<file path="src/rtl/counter_reader.sv">
// Sweeps the five FIFO pop counters one index at a time and keeps a local copy
// of each count. A sweep stops early if IDLE drops, and a read that gets no answer is stored as 0.
module counter_reader #(
    parameter int TIMEOUT = 8
) (
    input  logic       clk,
    input  logic       reset_L,
    input  logic       IDLE,
    input  logic       start,
    input  logic       valid,
    input  logic [4:0] data_out,
    output logic       req,
    output logic [2:0] idx,
    output logic [4:0] cnt0,
    output logic [4:0] cnt1,
    output logic [4:0] cnt2,
    output logic [4:0] cnt3,
    output logic [4:0] cnt4,
    output logic       busy,
    output logic       done,
    output logic       abort,
    output logic       err_timeout
);

    localparam int TW = $clog2(TIMEOUT + 1);

    typedef enum logic [1:0] {S_IDLE, S_REQ, S_WAIT, S_DONE} state_t;

    state_t          state, state_n;
    logic [TW-1:0]   timer;
    logic [4:0][4:0] cnt;
    logic            go, cap, tmo, abort_n;
    logic [4:0]      cap_val;

    always_ff @(posedge clk or negedge reset_L) begin
        if (!reset_L) state <= S_IDLE;
        else          state <= state_n;
    end

    always_comb begin
        state_n = state;
        go      = 1'b0;
        cap     = 1'b0;
        cap_val = data_out;
        tmo     = 1'b0;
        abort_n = 1'b0;
        case (state)
            S_IDLE: begin
                if (start && IDLE) begin
                    go      = 1'b1;
                    state_n = S_REQ;
                end
            end
            S_REQ: begin
                if (!IDLE) begin
                    abort_n = 1'b1;
                    state_n = S_IDLE;
                end else begin
                    state_n = S_WAIT;
                end
            end
            S_WAIT: begin
                // Losing IDLE beats a response that arrives in the same cycle
                if (!IDLE) begin
                    abort_n = 1'b1;
                    state_n = S_IDLE;
                end else if (valid || timer == TW'(TIMEOUT - 1)) begin
                    cap     = 1'b1;
                    tmo     = !valid;
                    cap_val = valid ? data_out : 5'd0;
                    state_n = (idx == 3'd4) ? S_DONE : S_REQ;
                end
            end
            S_DONE:  state_n = S_IDLE;
            default: state_n = S_IDLE;
        endcase
    end

    always_ff @(posedge clk or negedge reset_L) begin
        if (!reset_L) begin
            idx         <= '0;
            timer       <= '0;
            abort       <= 1'b0;
            err_timeout <= 1'b0;
        end else begin
            abort <= abort_n;
            if (tmo) err_timeout <= 1'b1;
            case (state)
                S_IDLE: if (go) idx <= '0;
                S_REQ:  timer <= '0;
                S_WAIT: begin
                    if (cap && idx != 3'd4)  idx   <= idx + 3'd1;
                    else if (!cap && !abort_n) timer <= timer + 1'b1;
                end
                S_DONE: idx <= '0;
                default: ;
            endcase
            if (abort_n) idx <= '0;
        end
    end

    always_ff @(posedge clk or negedge reset_L) begin
        if (!reset_L) begin
            cnt <= '0;
        end else begin
            for (int i = 0; i < 5; i++)
                if (cap && idx == 3'(i)) cnt[i] <= cap_val;
        end
    end

    assign req  = (state == S_REQ);
    assign busy = (state != S_IDLE);
    assign done = (state == S_DONE);
    assign cnt0 = cnt[0];
    assign cnt1 = cnt[1];
    assign cnt2 = cnt[2];
    assign cnt3 = cnt[3];
    assign cnt4 = cnt[4];

endmodule
</file>
<file path="config.mk">
export PLATFORM = sky130hd
export DESIGN_NAME = counter_reader
export DESIGN_NICKNAME = d
export VERILOG_FILES = /design/src/rtl/counter_reader.sv
export SDC_FILE = /design/constraint.sdc
export NUM_CORES = 1
export LEC_CHECK = 0
export CAP_MARGIN = 0
export CORE_UTILIZATION = 53
export CTS_BUF_LIST = sky130_fd_sc_hd__clkbuf_16
export CTS_CLUSTER_DIAMETER = 30
export DETAILED_ROUTE_END_ITERATION = 8
export PLACE_DENSITY_LB_ADDON = 0.2
export SYNTH_ARGS = -nofsm -noshare
export SYNTH_HDL_FRONTEND = slang
export SYNTH_SLANG_ARGS = --single-unit
</file>
<file path="constraint.sdc">
create_clock -name clk -period 5.7 [get_ports clk]
set_clock_uncertainty 0.2 [all_clocks]
set_input_delay 1.71 -clock clk [delete_from_list [all_inputs] [get_ports clk]]
set_output_delay 1.71 -clock clk [all_outputs]
set_load 0.02 [all_outputs]
</file>
== After elaboration in Yosys (flattened, before gate mapping) ==
Cells that the tools add are included.
Word-level totals
  logic and storage cells: 75
  register bits after elaboration: 36
  output and inout port bits: 33
  input port bits: 10
Operators by class
  equal/unequal tests: 15
  $add $sub $neg: 2
  multiplexer cells: 27
  reduce and logical (&&, ||, !) cells: 21
Operators with widths (count)
  $mux W5: 4
  $ne A3 B3 Y1 const B: 4
  $mux W1: 10
  $mux W2: 5
  $mux W3: 3
  $pmux W3 S3: 1
  $logic_and A1 B1 Y1: 8
  $mux W4: 2
  $pmux W2 S4: 1
  $pmux W4 S2: 1
  $eq A3 B2 Y1 const B: 2
  $ne A2 B2 Y1 const B: 3
  $reduce_and A3 Y1: 2
  $add A4 B1 Y4 const B: 1
  $eq A2 B2 Y1 const B: 2
  $eq A4 B3 Y1 const B: 1
  $reduce_bool A2 Y1: 2
  $reduce_bool A4 Y1: 1
  $add A3 B1 Y3 const B: 1
  $eq A3 B1 Y1 const B: 1
  $eq A3 B3 Y1 const B: 1
  $logic_not A1 Y1: 3
  $logic_not A3 Y1: 1
  $eq A2 B1 Y1 const B: 1
  4 further kinds: 4

== Logic depth before layout (Yosys ltp) ==
Gate-level depths: netlist of the first run.
  depth in word-level cells: 10
  gate-level depth with buffers: 7

== Least setup slack after synthesis of the first run ==
Ideal clock, no wire load.
  path type: input -> register
  start: input valid
  end: register cnt, in the netlist cnt1[2]
  cell stages on the path: 6
  arrival: 2.722 ns
  buffers on the path: 2
  slack: 2.653 ns
  library setup time: 0.125 ns
  data required time: 5.375 ns
  cells stage by stage: clkbuf_2 -> and2b_2 -> nand3_2 -> buf_6 -> and2_4 -> mux2_4
Between the ends
  word-level cells in the longest chain between the ends: 5
  elaborated cells between the ends (all ways): 9
RTL lines
  from (decl): line 10  | input logic valid,
  $logic_or A1 B1 Y1: line 67  | end else if (valid || timer == TW'(TIMEOUT - 1)) begin
  $mux W1: line 67
  $mux W1: line 64  | if (!IDLE) begin
  $mux W1: line 47  | case (state)
  $logic_and A1 B1 Y1: line 107  | if (cap && idx == 3'(i)) cnt[i] <= cap_val;
  to (signal, indexed assignment): line 107
  to (decl): line 31  | logic [4:0][4:0] cnt;
Parallel ways exist; a longest one is shown, timed or not.
A chain may end at the register's enable or synchronous reset.

== Final worst setup path of the first run ==
  start: register state[0]
  end: output busy
Between the ends
  word-level cells in the longest chain between the ends: 1
RTL lines
  from (decl): line 29  | state_t state, state_n;
  from (signal assigned): line 37  | else state <= state_n;
  $reduce_bool A2 Y1: line 112  | assign busy = (state != S_IDLE);
  to (decl): line 19  | output logic busy,
Every way passes these cells.

==> impl_metrics.json, run 1 <==
{
  "drtIter0Drc": 113,
  "fin_tns_setup_ps": 0,
  "nets": 225,
  "switching_share_pct": 31.5,
  "synth_ff_type": "dfrtp_1",
  "grt_pass1_wl_um": 6220,
  "path_cells": "inv_1 -> ha_1 -> inv_1 -> clkdlybuf4s50_1",
  "synth-edff-count": 0,
  "drive_above_1_share_pct": 17.5,
  "critPathLaunch": "state[0]",
  "numCtsBuffers": 5,
  "clk_latency_ps": 280,
  "max-vdd-ir-drop_v": 0.000296,
  "place_area_um2": 2280,
  "reg2reg_slack_ps": 3440,
  "cpMostUsedCell": "inv_1",
  "seq_power_share_pct": 33.8,
  "max_freq_mhz": 277,
  "yosys_warnings": 0,
  "total_leakage_power_uw": 0.00116,
  "wirelength_um": 3930,
  "cp-start-kind": "flip-flop",
  "dr.pass1.iters": 4,
  "cp.depth": 4,
  "cts_resized": 0,
  "internal-power_uw": 632,
  "tritoncts": "yes",
  "nFillCells": 209,
  "ctsHoldBuffers": 0,
  "drc_errors": 0,
  "syn_to_final_growth_pct": 33.6,
  "die_h_um": 60.8,
  "outcome": "finished, final reports clean",
  "root_buffer": "clkbuf_16",
  "die_width_um": 60.8,
  "period_share_pct": 63.4,
  "antenna-diode-count": 0,
  "power_density_nw_per_um2": 378,
  "critPathMaxFanout": 6,
  "start_util_pct": 58.0,
  "hold_path.class": "flip-flop to flip-flop",
  "cp_slowest_cell": "clkdlybuf4s50_1",
  "async_flop_share_pct": 100,
  "routedWlPerCell_um": 15.7,
  "grt.total_usage_pct": 23.9,
  "first_global_vias": 1321,
  "min_delay_path_depth": 2,
  "cp-end-kind": "primary output",
  "numPortBuffers": 42,
  "cts_sinks": 36,
  "avgSynthCellArea_um2": 11.5,
  "cpPeakStageDelay_ps": 590,
  "regArea_um2": 901,
  "period_minus_slack_ps": 3620,
  "htree_levels": 2,
  "p_comb_share_pct": 33.8,
  "hold_viol": 0,
  "cts_setup_buffers": 0,
  "setup_ws_ps": 2080,
  "r2r_start": "state[0]",
  "synth_nets": 179,
  "place_ws_ps": 2060,
  "stdcell_area_um2": 2440,
  "clkPwrFrac_pct": 32.4,
  "slew_violations": 0,
  "gp_congestion": 0.885,
  "postRouteAntennaNets": 0,
  "reg2reg_depth": 6,
  "grt_max_degree": 37,
  "fp.coreArea_um2": 3150,
  "cts_buffer_depth": 2,
  "synth_cell_types": 39,
  "worstPathRequired_ps": 3790,
  "critPathKind": "flip-flop to primary output",
  "via_count": 1357,
  "max_slew_margin_pct": 68.8,
  "ios": 43,
  "arrival_ps": 1710,
  "multi_input_area_um2": 862,
  "power_switching_uw": 291,
  "crit_end": "busy",
  "worstReg2RegEnd": "cnt1[4]",
  "critPathBufInv": 3,
  "antenna_found_initial": 0,
  "row_count": 20,
  "cap_violations": 0,
  "viasPerCell": 5.43,
  "cp_top_family": "buffers and inverters",
  "setup_viol": 0,
  "clkSlewWorstSetupHoldPaths_ps": 50,
  "worst_slew_pin_slew_ps": 467,
  "die-area_um2": 3690,
  "dp_hpwl_um": 2860,
  "overflow": 0,
  "ys_seq_elements": 36,
  "fin_hold_ws_ps": 280,
  "synth_cells": 159,
  "rsz0062_at_grt": "false",
  "syn_area_um2": 1830,
  "ys_seq_area_share_pct": 49.2
}
## placed cells by master, fill, tap and decap left out, drive strengths merged, types with 2 or more instances in the layout
cell	n
nor3	2
clkbuf	5
and2	6
nand2	23
a21oi	2
nor2	2
dfrtp	36
nand3	4
ha	10
o21ai	16
mux2	15
and2b	2
mux2i	5
a31oi	3
a21boi	2
clkdlybuf4s50	42
o211ai	2
nand2b	4
inv	10
## registers in the layout (all words and copies together), names as in the netlist
name         count
abort            1
cnt0             5
cnt1             5
cnt2             5
cnt3             5
cnt4             5
err_timeout      1
idx              3
state            2
timer            4
## logic make-up (layout without fill, tap and decap cells)
logic type	after synthesis	count (layout)	synth area share (%)
and+or+nand+nor	47	47	14.7
adders and majority gates	10	10	6.84
muxes	20	20	12.6
buffers and inverters	13	60	3.62
AOI/OAI and AO/OA	33	33	13.0
DFF	36	36	49.2
## worst min-delay path, delay by kind of cell, from the launching register on
| kind | cells | cell delay [ps] |
|---|---|---|
| DFF | 1 | 340 |
| AOI/OAI and AO/OA | 1 | 60 |
| and+or+nand+nor | 1 | 50 |
## cell usage after synthesis (all sizes together), types with 2 or more instances
| library cell | number | area, um2 |
|---|---|---|
| mux2i | 5 | 50.1 |
| and2b | 2 | 16.3 |
| mux2 | 15 | 180 |
| nor3 | 2 | 10.0 |
| and2 | 6 | 47.5 |
| buf | 3 | 27.5 |
| a21boi | 2 | 15.0 |
| o21ai | 16 | 80.1 |
| nand2b | 4 | 25.0 |
| inv | 9 | 33.8 |
| a21oi | 2 | 10.0 |
| nand3 | 4 | 25.0 |
| nand2 | 23 | 109 |
| dfrtp | 36 | 901 |
| ha | 10 | 125 |
| nor2 | 2 | 7.51 |
| a31oi | 3 | 18.8 |
| o211ai | 2 | 20.0 |
## metrics by stage
| step | total power, uW | instances | util [%] |
|---|---|---|---|
| 4_1_cts | 928 | 250 | 77.5 |
| 5_1_grt | 972 | 250 | 77.5 |
| 6_report | 923 | 250 | 77.5 |
| 2_1_floorplan | 508 | 159 | - |
| 3_5_place_dp | 622 | 242 | 72.3 |
| 3_3_place_gp | 612 | 242 | 72.3 |
## layer usage
metal | share of wire [%] | global-route usage [%]
met1 | 44 | 31.3
met3 | 4.2 | 7.25
met2 | 50 | 37.5
met5 | 0 | 0
met4 | 1.6 | 8.77
## power groups by stage
stage | logic [uW] | registers (uW) | clock network [uW]
2_1_floorplan | 167 | 340 | 0
3_3_place_gp | 300 | 312 | 0
3_5_place_dp | 308 | 315 | 0
4_1_cts | 314 | 311 | 304
5_1_grt | 340 | 315 | 318
6_report | 312 | 312 | 299
## worst min path at each step
stage	end	startpoint	slack (ps)
detailed placement	cnt4[3]	cnt4[3]	270
finish	cnt4[3]	cnt4[3]	280
global route	cnt3[1]	cnt3[1]	310
global placement	cnt3[4]	cnt3[4]	260
floorplan	timer[1]	timer[1]	300
CTS	cnt4[3]	cnt4[3]	280
## area by class of cell
class / count / area share (%)
tap: 44 / 2.25
inverter: 9 / 1.38
multi-input combinational: 110 / 35.3
clock buffer: 5 / 5.12
timing repair buffer: 43 / 17.5
sequential: 36 / 36.9
clock inverter: 3 / 1.59
No activity file was read; power rests on OpenSTA's default activity.
==> inputs of run 2 (changes only) <==
--- a/config.mk
+++ b/config.mk
@@ -6,7 +6,7 @@
 export NUM_CORES = 1
 export LEC_CHECK = 0
 export CAP_MARGIN = 0
-export CORE_UTILIZATION = 53
+export CORE_UTILIZATION = 49
 export CTS_BUF_LIST = sky130_fd_sc_hd__clkbuf_16
 export CTS_CLUSTER_DIAMETER = 30
 export DETAILED_ROUTE_END_ITERATION = 8
==> constraint.sdc (replaced) <==
create_clock -name clk -period 3.5 [get_ports clk]
set_clock_uncertainty 0.2 [all_clocks]
set_input_delay 1.05 -clock clk [delete_from_list [all_inputs] [get_ports clk]]
set_output_delay 1.05 -clock clk [all_outputs]
set_load 0.02 [all_outputs]
==> impl_metrics.json, run 2 (synthesized netlist as in run 1, its figures left out) <==
{
  "outcome": "finished, final reports clean",
  "die_h_um": 63.1,
  "cts_resized": 0,
  "cp-start-kind": "flip-flop",
  "fp.coreArea_um2": 3470,
  "cpPeakStageDelay_ps": 590,
  "fin_tns_setup_ps": 0,
  "antenna_found_initial": 0,
  "worstPathRequired_ps": 2250,
  "period_minus_slack_ps": 2960,
  "die_width_um": 63.1,
  "grt_pass1_wl_um": 6690,
  "antenna-diode-count": 0,
  "setup_ws_ps": 544,
  "ios": 43,
  "cp-end-kind": "primary output",
  "place_area_um2": 2280,
  "seq_power_share_pct": 35.6,
  "grt.total_usage_pct": 22.0,
  "arrival_ps": 1710,
  "total_leakage_power_uw": 0.00114,
  "critPathKind": "flip-flop to primary output",
  "p_comb_share_pct": 35.2,
  "max_freq_mhz": 338,
  "period_share_pct": 84.5,
  "max_slew_margin_pct": 70.3,
  "tritoncts": "yes",
  "dp_hpwl_um": 2830,
  "power_density_nw_per_um2": 590,
  "first_global_vias": 1408,
  "switching_share_pct": 33.1,
  "viasPerCell": 5.37,
  "root_buffer": "clkbuf_16",
  "cp_slowest_cell": "clkdlybuf4s50_1",
  "place_ws_ps": 505,
  "cpMostUsedCell": "inv_1",
  "die-area_um2": 3980,
  "stdcell_area_um2": 2420,
  "wirelength_um": 3860,
  "critPathMaxFanout": 6,
  "htree_levels": 2,
  "numPortBuffers": 42,
  "dr.pass1.iters": 4,
  "hold_path.class": "flip-flop to flip-flop",
  "p_total_uw": 1430,
  "cts_setup_buffers": 0,
  "max-vdd-ir-drop_v": 0.000336,
  "hold_viol": 0,
  "gp_congestion": 0.836,
  "setup_viol": 0,
  "worst_slew_pin_slew_ps": 446,
  "drtIter0Drc": 91,
  "postRouteAntennaNets": 0,
  "rsz0062_at_grt": "false",
  "path_cells": "inv_1 -> ha_1 -> inv_1 -> clkdlybuf4s50_1",
  "clk_latency_ps": 280,
  "mostFrequentLayoutCell": "clkdlybuf4s50_1",
  "drc_errors": 0,
  "cts_sinks": 36,
  "routedWlPerCell_um": 15.3,
  "clkPwrFrac_pct": 29.2,
  "power_switching_uw": 473,
  "critPathBufInv": 3,
  "syn_to_final_growth_pct": 32.4,
  "numCtsBuffers": 5,
  "fin_hold_ws_ps": 278,
  "overflow": 0,
  "drive_above_1_share_pct": 17.5,
  "nets": 225,
  "cp_top_family": "buffers and inverters",
  "cap_violations": 0,
  "final_cell_mix": "clkdlybuf4s50_1, dfrtp_1, nand2_1, o21ai_0, mux2_2",
  "clkSlewWorstSetupHoldPaths_ps": 50,
  "grt_max_degree": 37,
  "slew_violations": 0,
  "cts_buffer_depth": 2,
  "nFillCells": 274,
  "via_count": 1353,
  "row_count": 21,
  "ctsHoldBuffers": 0,
  "internal-power_uw": 956,
  "start_util_pct": 52.7
}
==> run 2: cell count changes in the layout (fill, tap and decap cells not counted) <==
cell       change
bufinv_16      -1
clkinv_1       +1
clkinv_2       +1
inv_1          -1
==> run 2: power groups by stage <==
stage	clock network (uW)	registers, uW	logic [uW]
after detailed placement	0	514	500
after floorplan	0	554	273
after CTS	425	508	502
final	417	509	503
after global placement	0	508	487
after global routing	444	514	537
==> run 2: worst paths after layout <==
| check | slack (ps) | cells past startpoint | from | to |
|---|---|---|---|---|
| min reg2reg | 280 | 2 | cnt4[4] | cnt4[4] |
| max | 540 | 4 | state[0] | busy |
| max reg2reg | 1260 | 5 | timer[1] | cnt2[4] |
| min | 280 | 2 | cnt4[4] | cnt4[4] |
| max in group asynchronous | 1800 | 2 | reset_L | idx[2] |
| min in group asynchronous | 980 | 2 | reset_L | state[0] |
==> run 2: cell type report <==
cell class,instances,area [um2],area share [%]
clock buffer,5,125,5.17
clock inverter,3,13.8,0.568
inverter,9,33.8,1.40
multi-input combinational,110,862,35.6
sequential,36,901,37.2
tap,46,57.6,2.38
timing repair buffer,43,428,17.7
==> run 2: layer usage <==
metal / GRT usage, % / share of wire [%] / up-vias / wire length, um
met2: 35.2 / 48 / 41 / 1870
li1: - / - / 648 / -
met3: 5.25 / 3.7 / 7 / 142
met5: 0 / 0 / - / 0
met4: 9.01 / 1.7 / 0 / 64
met1: 28.4 / 46 / 657 / 1790
==> run 2: metrics by stage <==
| stage | utilization (%) | std cells |
|---|---|---|
| after floorplan | - | 159 |
| after global placement | 65.8 | 244 |
| after detailed placement | 65.8 | 244 |
| after CTS | 69.8 | 252 |
| after global routing | 69.8 | 252 |
| final | 69.8 | 252 |
==> run 2: worst reg2reg max path, cell delays in order, from the launching register on <==
cell and delay, ps:
dfrtp_1 410, ha_1 250, and3b_1 410, nand3_2 280, and2_1 280, mux2_1 290
==> inputs of run 3 (changes only) <==
--- a/config.mk
+++ b/config.mk
@@ -6,7 +6,7 @@
 export NUM_CORES = 1
 export LEC_CHECK = 0
 export CAP_MARGIN = 0
-export CORE_UTILIZATION = 49
+export CORE_UTILIZATION = 44
 export CTS_BUF_LIST = sky130_fd_sc_hd__clkbuf_16
 export CTS_CLUSTER_DIAMETER = 30
 export DETAILED_ROUTE_END_ITERATION = 8
==> constraint.sdc (replaced) <==
create_clock -name clk -period 2.51 [get_ports clk]
set_clock_uncertainty 0.2 [all_clocks]
set_input_delay 0.753 -clock clk [delete_from_list [all_inputs] [get_ports clk]]
set_output_delay 0.753 -clock clk [all_outputs]
set_load 0.02 [all_outputs]
==> impl_metrics.json, run 3 (synthesized netlist as in run 1, its figures left out) <==
{
  "met3_usage_pct": 6.34,
  "root_buffer": "clkbuf_16",
  "met2_usage_pct": 37.1,
  "met1_usage_pct": 24.7,
  "numPortBuffers": 42,
  "worstPathRequired_ps": 1560,
  "antenna_found_initial": 0,
  "via_count": 1379,
  "rsz0062_at_grt": "false",
  "place_area_um2": 2340,
  "syn_to_final_growth_pct": 35.0,
  "fin_tns_setup_ps": 0,
  "drtIter0Drc": 102,
  "numCtsBuffers": 5,
  "ios": 43,
  "cap_violations": 0,
  "row_count": 23,
  "cts_setup_buffers": 0,
  "grt_pass1_wl_um": 6840,
  "dp_hpwl_um": 2930,
  "cp-end-kind": "primary output",
  "clk_latency_ps": 270,
  "arrival_ps": 1470,
  "die-area_um2": 4420,
  "period_minus_slack_ps": 2420,
  "min_delay_path_depth": 1,
  "clkSlewWorstSetupHoldPaths_ps": 60,
  "tritoncts": "yes",
  "final_cell_mix": "clkdlybuf4s50_1, dfrtp_1, nand2_1, o21ai_0, mux2_2",
  "dr.pass1.iters": 4,
  "cp-start-kind": "flip-flop",
  "hold_viol": 0,
  "outcome": "finished, final reports clean",
  "gp_congestion": 0.785,
  "drc_errors": 0,
  "grt.total_usage_pct": 21.2,
  "reg2reg_depth": 5,
  "period_share_pct": 96.6,
  "critPathMaxFanout": 4,
  "max_slew_margin_pct": 69.6,
  "overflow": 0,
  "htree_levels": 2,
  "grt_busiest_layer": "met2",
  "power_density_nw_per_um2": 805,
  "stdcell_area_um2": 2470,
  "cts_buffer_depth": 2,
  "wirelength_um": 4040,
  "critPathKind": "flip-flop to primary output",
  "die_h_um": 66.5,
  "fp.coreArea_um2": 4000,
  "nets": 232,
  "cts_sinks": 36,
  "routedWlPerCell_um": 15.4,
  "viasPerCell": 5.26,
  "mostFrequentLayoutCell": "clkdlybuf4s50_1",
  "hold_path.class": "flip-flop to flip-flop",
  "grt_max_degree": 37,
  "worst_slew_pin_slew_ps": 456,
  "max_freq_mhz": 412,
  "setup_viol": 0,
  "total_leakage_power_uw": 0.00117,
  "die_width_um": 66.5,
  "postRouteAntennaNets": 0,
  "slew_violations": 0,
  "first_global_vias": 1489,
  "antenna-diode-count": 0,
  "max-vdd-ir-drop_v": 0.000460,
  "drive_above_1_share_pct": 19.3,
  "start_util_pct": 45.7
}
run 3: cell types whose count changed in the layout (fill, tap and decap cells not counted), sizes merged:
cell and change:
buf +7, clkdlybuf4s50 -2, clkinv -1, dlygate4sd2 +2
run 3: per-layer routing:
metal  up-vias  share of wire (%)  wire [um]
met5         -                  0          0
met4         0               0.57         23
met3         4                5.7        230
met2        48                 52       2090
met1       667                 42       1700
li1        660                  -          -
run 3: worst paths after layout:
check                      slack (ps)        start           to
hold / removal                    270  err_timeout  err_timeout
setup reg to reg                  320     timer[0]      cnt2[4]
setup / recovery                   90     state[0]         done
hold reg to reg                   270  err_timeout  err_timeout
max in group asynchronous        1090      reset_L      cnt1[3]
min in group asynchronous         690      reset_L     timer[0]
run 3: timing repair:
action,in CTS,in global routing
endpoints found under the setup margin,2,0
hold buffers,0,0
resized for setup,2,0
hold endpoints to repair,0,0
run 3: stage by stage:
step	total power [uW]	util [%]	std cells	worst slack, ps	hold slack, ps
after global placement	1420	58.5	255	38.0	250
after detailed placement	1440	58.5	255	-23.7	255
after global routing	2090	61.7	262	4.86	313
after floorplan	1150	-	159	420	257
final	1990	61.7	262	85.3	274
after CTS	2000	61.7	262	82.0	278
run 3: area by class of cell:
class                      instances  area, um2
fill                             329       1530
sequential                        36        901
multi-input combinational        110        862
timing repair buffer              50        478
clock buffer                       5        125
tap                               50       62.6
inverter                           9       33.8
clock inverter                     2       7.51
run 3: report_power, final:
group | internal [uW] | switching (uW)
sequential | 655 | 49.1
combinational | 317 | 393
clock | 355 | 221
run 3: worst max-delay path: stages, from the launching register on:
cell and delay, ps:
dfrtp_1 400, ha_1 190, clkdlybuf4s50_1 600
